File: src/rtl/edge_det_multi_if.sv
// Channel bundle for edge_det_multi: control and raw inputs in, pulses and counts out.
// Parameters must match those of the edge_det_multi instance it is bound to.
interface edge_det_multi_if #(
  parameter int NCH   = 4,
  parameter int CNT_W = 8
);
  logic                 ce;
  logic [NCH-1:0]       in_x;
  logic [2*NCH-1:0]     mode;
  logic                 cnt_clr;
  logic [NCH-1:0]       out_x;
  logic [NCH*CNT_W-1:0] edge_cnt;

  modport master (
    output ce, in_x, mode, cnt_clr,
    input  out_x, edge_cnt
  );

  modport slave (
    input  ce, in_x, mode, cnt_clr,
    output out_x, edge_cnt
  );
endinterface

File: src/rtl/edge_det_multi.sv
// Multi-channel edge detector: optional synchroniser, per-channel mode, retriggerable
// pulse stretcher and saturating event counter, all qualified by a shared clock enable.
module edge_det_multi #(
  parameter int NCH         = 4,
  parameter int SYNC_STAGES = 2,
  parameter int STRETCH     = 1,
  parameter int CNT_W       = 8
) (
  input logic            clk,
  input logic            rst_n,
  edge_det_multi_if.slave bus
);
  localparam int WARM_W = $clog2(SYNC_STAGES + 2);
  localparam int STR_W  = (STRETCH < 1) ? 1 : $clog2(STRETCH + 1);

  logic [NCH-1:0]    w_s;
  logic [NCH-1:0]    r_prev;
  logic [WARM_W-1:0] r_warm;
  logic              w_warm_done;

  generate
    if (SYNC_STAGES == 0) begin : g_nosync
      assign w_s = bus.in_x;
    end else begin : g_sync
      logic [NCH-1:0] r_sync [SYNC_STAGES];

      always_ff @(posedge clk) begin
        if (!rst_n) begin
          for (int j = 0; j < SYNC_STAGES; j++) r_sync[j] <= '0;
        end else if (bus.ce) begin
          r_sync[0] <= bus.in_x;
          for (int j = 1; j < SYNC_STAGES; j++) r_sync[j] <= r_sync[j-1];
        end
      end

      assign w_s = r_sync[SYNC_STAGES-1];
    end
  endgenerate

  // Warm-up hides the first synchronised samples so a level already high at reset release is not seen as an edge
  always_ff @(posedge clk) begin
    if (!rst_n) begin
      r_prev <= '0;
      r_warm <= WARM_W'(SYNC_STAGES + 1);
    end else if (bus.ce) begin
      r_prev <= w_s;
      if (r_warm != '0) r_warm <= r_warm - 1'b1;
    end
  end

  assign w_warm_done = (r_warm == '0);

  for (genvar i = 0; i < NCH; i++) begin : g_ch
    logic             w_rise;
    logic             w_fall;
    logic             w_det;
    logic [STR_W-1:0] r_str;
    logic             r_out;
    logic [CNT_W-1:0] r_cnt;

    assign w_rise = w_s[i] & ~r_prev[i];
    assign w_fall = ~w_s[i] & r_prev[i];
    assign w_det  = bus.ce & w_warm_done &
                    ((bus.mode[2*i] & w_rise) | (bus.mode[2*i+1] & w_fall));

    // A new detection reloads the stretch count, so back-to-back edges merge into one gapless pulse
    always_ff @(posedge clk) begin
      if (!rst_n) begin
        r_str <= '0;
        r_out <= 1'b0;
      end else if (w_det) begin
        r_str <= STR_W'(STRETCH);
        r_out <= 1'b1;
      end else if (bus.ce && r_str != '0) begin
        r_str <= r_str - 1'b1;
        r_out <= (r_str != STR_W'(1));
      end
    end

    // Clear wins over a coincident detection, and neither depends on ce
    always_ff @(posedge clk) begin
      if (!rst_n || bus.cnt_clr) begin
        r_cnt <= '0;
      end else if (w_det && r_cnt != '1) begin
        r_cnt <= r_cnt + 1'b1;
      end
    end

    assign bus.out_x[i]                    = r_out;
    assign bus.edge_cnt[i*CNT_W +: CNT_W]  = r_cnt;
  end
endmodule

File: src/flat_wrapper.sv
// flat-port wrapper written by rule: the top's interface ports become plain ports
module edge_det_multi_flat 
#(
  parameter int NCH         = 4,
  parameter int SYNC_STAGES = 2,
  parameter int STRETCH     = 1,
  parameter int CNT_W       = 8
)
  (clk, rst_n, bus_ce, bus_in_x, bus_mode, bus_cnt_clr, bus_out_x, bus_edge_cnt);
  edge_det_multi_if #(.NCH(NCH), .CNT_W(CNT_W)) bus_i ();
  input logic clk;
  input logic rst_n;
  input wire logic [$bits(bus_i.ce)-1:0] bus_ce;
  input wire logic [$bits(bus_i.in_x)-1:0] bus_in_x;
  input wire logic [$bits(bus_i.mode)-1:0] bus_mode;
  input wire logic [$bits(bus_i.cnt_clr)-1:0] bus_cnt_clr;
  output wire logic [$bits(bus_i.out_x)-1:0] bus_out_x;
  output wire logic [$bits(bus_i.edge_cnt)-1:0] bus_edge_cnt;
  assign bus_i.ce = bus_ce;
  assign bus_i.in_x = bus_in_x;
  assign bus_i.mode = bus_mode;
  assign bus_i.cnt_clr = bus_cnt_clr;
  assign bus_out_x = bus_i.out_x;
  assign bus_edge_cnt = bus_i.edge_cnt;
  edge_det_multi #(.NCH(NCH), .SYNC_STAGES(SYNC_STAGES), .STRETCH(STRETCH), .CNT_W(CNT_W)) u_core (.clk(clk), .rst_n(rst_n), .bus(bus_i));
endmodule
File: config.mk
export PLATFORM = sky130hd
export DESIGN_NAME = edge_det_multi_flat
export DESIGN_NICKNAME = d
export VERILOG_FILES = /design/src/rtl/edge_det_multi_if.sv /design/src/rtl/edge_det_multi.sv /design/src/flat_wrapper.sv
export SDC_FILE = /design/constraint.sdc
export NUM_CORES = 1
export LEC_CHECK = 0
export ABC_CLOCK_PERIOD_IN_PS = 2300
export BUFFER_PORTS_ARGS = -buffer_cell sky130_fd_sc_hd__buf_2
export CELL_PAD_IN_SITES_DETAIL_PLACEMENT = 0
export CELL_PAD_IN_SITES_GLOBAL_PLACEMENT = 2
export CORE_MARGIN = 1.5
export CORE_UTILIZATION = 30
export CTS_CLUSTER_SIZE = 16
export DETAILED_ROUTE_END_ITERATION = 16
export MAX_ROUTING_LAYER = met4
export PLACE_DENSITY = 0.8
export SYNTH_ARGS = -nofsm -noshare
export SYNTH_HDL_FRONTEND = slang
export SYNTH_SLANG_ARGS = --single-unit
File: constraint.sdc
create_clock -name clk -period 2.3 [get_ports clk]
set_input_delay 0.46 -clock clk [delete_from_list [all_inputs] [get_ports clk]]
set_output_delay 0.46 -clock clk [all_outputs]
set_load 0.01 [all_outputs]
### After elaboration in Yosys (flattened, before gate mapping)

Memories as Yosys holds them, arrays and structs flattened.
Cells that the tools add are included.

| storage, ports and cells | value |
|---|---|
| memories kept | 1 |
| memory bits (writable) | 8 |
| flip-flop bits (word level) | 46 |
| word-level logic and storage cells | 106 |

| operators by class | value |
|---|---|
| equality and inequality tests | 4 |
| bitwise logic cells | 39 |
| mux-type cells | 22 |
| add/sub/neg operators | 9 |
| reductions and logical operators | 17 |

Memories:

| name | words | width | read ports | clocked after Yosys merged registers in | wr ports | line | text |
|---|---|---|---|---|---|---|---|
| u_core.g_sync.r_sync | 2 | 4 | 2 | 0 | 2 | edge_det_multi.sv:25 | `logic [NCH-1:0] r_sync [SYNC_STAGES];` |

Operators by type and width:

| operator | number |
|---|---|
| adder 8 x 1 -> 8 bit, second input constant | 4 |
| != test 8 bit, second input constant | 4 |
| bitwise AND 1 bit | 21 |
| 2-to-1 mux 1 bit | 20 |
| NOT 1 bit | 12 |
| nonzero test 2 bit | 5 |
| logical AND 1 bit | 8 |
| 2-to-1 mux 4 bit | 2 |
| OR 1 bit | 6 |
| subtractor 1 bit, second input constant | 4 |
| logical NOT 2 bit | 1 |
| AND reduction 2 bit | 1 |
| subtractor 2 x 1 -> 2 bit, second input constant | 1 |
| logical NOT 1 bit | 1 |
| logical OR 1 bit | 1 |

### Logic depth before layout (Yosys ltp)

| depth | value |
|---|---|
| word-level depth | 6 |
| depth in mapped cells | 7 |
| depth with buffers taken out | 6 |

### Worst setup path after synthesis

Ideal clock, no wire load.

| timing path | value |
|---|---|
| kind | input to register |
| start | in bus_ce |
| end | reg u_core.g_ch[1].r_cnt[4] |
| stages | 6 |
| data required time | 2,230 ps |
| path slack | 681 ps |
| buffers on the path | 2 |
| data arrival time | 1,549 ps |
| library setup time | 70 ps |
| cell sequence | buf_6 -> nand2_4 -> a21o_1 -> buf_6 -> or4_1 -> a21oi_1 |

| between the ends | value |
|---|---|
| longest elaborated chain between the ends | 3 |

RTL lines:

| item | line | text |
|---|---|---|
| start: declaration | flat_wrapper.sv:13 | `input wire logic [$bits(bus_i.ce)-1:0] bus_ce;` |
| bitwise AND 1 bit (2 in a row) | edge_det_multi.sv:63 | `assign w_det = bus.ce & w_warm_done &` |
| logical AND 1 bit | edge_det_multi.sv:84 | `end else if (w_det && r_cnt != '1) begin` |
| end signal: assignment | edge_det_multi.sv:85 | `r_cnt <= r_cnt + 1'b1;` |
| end: declaration | edge_det_multi.sv:59 | `logic [CNT_W-1:0] r_cnt;` |

Every way passes these cells.
A chain may end at the register's enable or synchronous reset.

### Final worst setup path

| timing path | value |
|---|---|
| start | reg u_core.r_warm[0] |
| end | reg u_core.g_ch[0].r_cnt[4] |

| between the ends | value |
|---|---|
| longest elaborated chain between the ends | 4 |

RTL lines:

| item | line | text |
|---|---|---|
| start: declaration | edge_det_multi.sv:18 | `logic [WARM_W-1:0] r_warm;` |
| start signal: assignment | edge_det_multi.sv:44 | `r_warm <= WARM_W'(SYNC_STAGES + 1);` |
| start signal: assignment | edge_det_multi.sv:47 | `if (r_warm != '0) r_warm <= r_warm - 1'b1;` |
| logical NOT 2 bit | edge_det_multi.sv:51 | `assign w_warm_done = (r_warm == '0);` |
| bitwise AND 1 bit (2 in a row) | edge_det_multi.sv:63 |  |
| logical AND 1 bit | edge_det_multi.sv:84 |  |
| end signal: assignment | edge_det_multi.sv:85 |  |
| end: declaration | edge_det_multi.sv:59 |  |

Every way passes these cells.

==> flow_summary_export.csv <==
group,metric,value,unit
synth,synth.avg_cell_area,9.28,um^2
sta,finalCritPeriodShare,76.8,%
routing,dr.pass1.iters,6,
grt,antenna_found_initial,1,
power,ir_drop,0.000221,V
critical_path,worst-setup-path-type,"reg -> reg",
die,initial_utilization,31.3,%
grt,grt_pass1_vias,2028,
power,sw_frac_of_total,22.7,%
power,p_int,1.15,mW
clock_tree,cts_tree,"yes",
cells_and_area,fillCellCount,866,
clock_tree,h-tree-depth,2,
clock_tree,cts_root_buf,"clkbuf_8",
sta,finalCriticalPeriod,1770,ps
die,core-area,7850,um^2
routing,drt_iter0_drc,36,
critical_path,crit_required,2530,ps
grt,grt_pass1_wl,9740,um
synth,synth_ff_type,"dfxtp_1",
critical_path,cp-startpoint,"u_core.r_warm[0]",
sta,fin_skew,4.03,ps
clock_tree,cts.sinks,50,
cells_and_area,final_util,36.5,%
power,leakage,1.18,nW
grt,grt_usage,14.5,%
routing,routed_wl,5740,um
cells_and_area,seq_area,1080,um^2
synth,yosysWarnings,0,
hold_path,min_path_type,"in -> reg",
critical_path,cp-end-kind,"register",
grt,grt_remaining_overflow,0,
hold_path,hold_start,"bus_in_x[3]",
clock_tree,cts_buffer_depth,2,
clock_tree,clkTransAtPathRegs,90,ps
critical_path,crit_fanout,15,
synth,synth_nets,286,
die,fp.dieH,93.6,um
die,row_count,32,
clock_tree,cts_resized,0,
cells_and_area,drive_gt1_share,20.2,%
die,top_level_ports,52,
synth,netlist_area,2460,um^2
cells_and_area,multi_input_area,1260,um^2
synth,async_flop_share,0,%
cells_and_area,finalNetCount,332,
placement,hpwl,4130,um
synth,synthCells,265,
routing,wl_per_cell,13.8,um
sta,hold_viol,0,
cells_and_area,synthToLayoutAreaGrowth,16.3,%
clock_tree,cts-hold-fix-buffers,0,
status,status,"finished, final reports clean",
sta,slew_headroom,59.1,%
power,sequentialPowerShare,61.2,%
sta,drv_slew,0,
synth,synth_cell_types,46,
routing,drc_errors,0,
sta,rsz0062_at_grt,"no",
critical_path,worstPathArrival,2000,ps
synth,seq_area_frac_synth,43.9,%
routing,drtAntennaViolNets,0,
power,pwr-share-comb,5.9,%
power,clockPowerShare,32.9,%
placement,gp_congestion,0.748,
routing,vias,2108,
synth,synth_seq_cells,50,
placement,port_buffers,51,
die,die_w,93.6,um
sta,tns,0,ps
clock_tree,post_cts_buffers,0,
run,timing.max_cap.violations,0,
grt,grt_start_max_net_pins,25,
synth,synth-edff-count,8,
sta,finalSetupViolCount,0,
die,dieArea,8750,um^2
power,p_sw,339,uW
sta,fmax,0.566,GHz
critical_path,reg2reg_from,"u_core.r_warm[0]",
sta,worst_pin_slew,598,ps
routing,via_per_inst,5.08,
clock_tree,numCtsBuffers,5,
critical_path,cp-start-kind,"register",
clock_tree,clkLatencyLatePin,300,ps
power,p_per_area,522,nW/um^2
[cells in the mapped netlist (6+ instances only)]
master | instances | area share (%)
inv_1 | 8 | 1.2
edfxtp_1 | 8 | 9.8
nand2b_1 | 8 | 2.0
and4_1 | 6 | 2.1
clkbuf_1 | 7 | 1.1
nand2_1 | 17 | 2.6
mux2i_1 | 9 | 3.7
o21ai_0 | 8 | 1.6
nand3_1 | 19 | 3.9
a21oi_1 | 27 | 5.5
or4_1 | 6 | 1.8
nand3b_1 | 7 | 2.1
nor3_1 | 7 | 1.4
and3_1 | 9 | 2.3
nor2_1 | 6 | 0.92
a21o_1 | 6 | 1.8
dfxtp_1 | 42 | 34
[critical path, cell delays in order, from the launching register on]
cell,delay (ps)
dfxtp_1,300
inv_1,70
ha_1,210
nand2_4,110
a21o_1,310
or4_1,550
a21oi_1,140
[stage by stage]
step                area, um^2  hold WS (ps)  worst slack, ps  total power [mW]  instances
floorplan                 2460           454              681             0.993        265
global placement          2780           466              576              1.02        406
detailed placement        2780           473              533              1.02        406
CTS                       2860           459              509              1.52        414
global route              2860           476              363              1.58        415
finish                    2860           472              533              1.49        415
[kinds of logic after synthesis]
kind of cell | Yosys count | synth area share (%)
simple gates | 112 | 27.8
compound gates | 65 | 16.9
flops | 50 | 43.9
buf+inv | 23 | 4.78
mux | 9 | 3.66
fa+ha+maj | 5 | 2.54
xor+xnor | 1 | 0.356
[layer usage]
| layer | track usage (%) | vias to the layer above | share of wire, % |
|---|---|---|---|
| met5 | - | - | 0 |
| li1 | - | 1087 | - |
| met2 | 21.4 | 35 | 45 |
| met4 | 4.10 | 0 | 1.2 |
| met3 | 4.07 | 6 | 4.7 |
| met1 | 19.2 | 980 | 49 |
[registers in the layout, indices dropped and copies added, names as in the netlist]
| register | flops |
|---|---|
| u_core.g_ch.r_out | 4 |
| u_core.g_sync.r_sync | 8 |
| u_core.g_ch.r_cnt | 32 |
| u_core.r_prev | 4 |
| u_core.r_warm | 2 |
[final cells by class]
cell class / instances / area share (%)
Multi-Input combinational cell: 192 / 44.1
Sequential cell: 50 / 37.8
Timing Repair Buffer: 54 / 9.71
Clock buffer: 6 / 2.54
Antenna cell: 1 / 0.0875
Tap cell: 102 / 4.46
Clock inverter: 2 / 0.306
Inverter: 8 / 1.05
[power by group through the flow]
stage               Clock, mW  Sequential [mW]  Combinational, mW
floorplan                   0            0.933             0.0595
global placement            0            0.935             0.0873
detailed placement          0            0.935             0.0892
CTS                     0.520            0.915             0.0894
global route            0.563            0.918             0.0993
finish                  0.491            0.915             0.0879
[final timing paths]
kind / cells after the start / to / slack (ps)
worst max-delay path: 6 / u_core.g_ch[0].r_cnt[4] / 530
worst min-delay path: 2 / u_core.g_sync.r_sync[0][3] / 470
worst max register to register: 6 / u_core.g_ch[0].r_cnt[4] / 530
worst min register to register: 2 / u_core.g_ch[3].r_out / 480
[placed cells by master (no fill, tap or decap), types with 7 or more instances in the layout]
master | netlist | layout
mux2i_1 | 9 | 9
o21ai_0 | 8 | 8
nand3_1 | 19 | 19
nor3_1 | 7 | 7
buf_2 | 0 | 51
nand2_1 | 17 | 17
inv_1 | 8 | 8
edfxtp_1 | 8 | 8
and3_1 | 9 | 9
nand3b_1 | 7 | 7
nand2b_1 | 8 | 8
a21oi_1 | 27 | 27
dfxtp_1 | 42 | 42
Note: power is estimated with default switching activity, not from simulation.
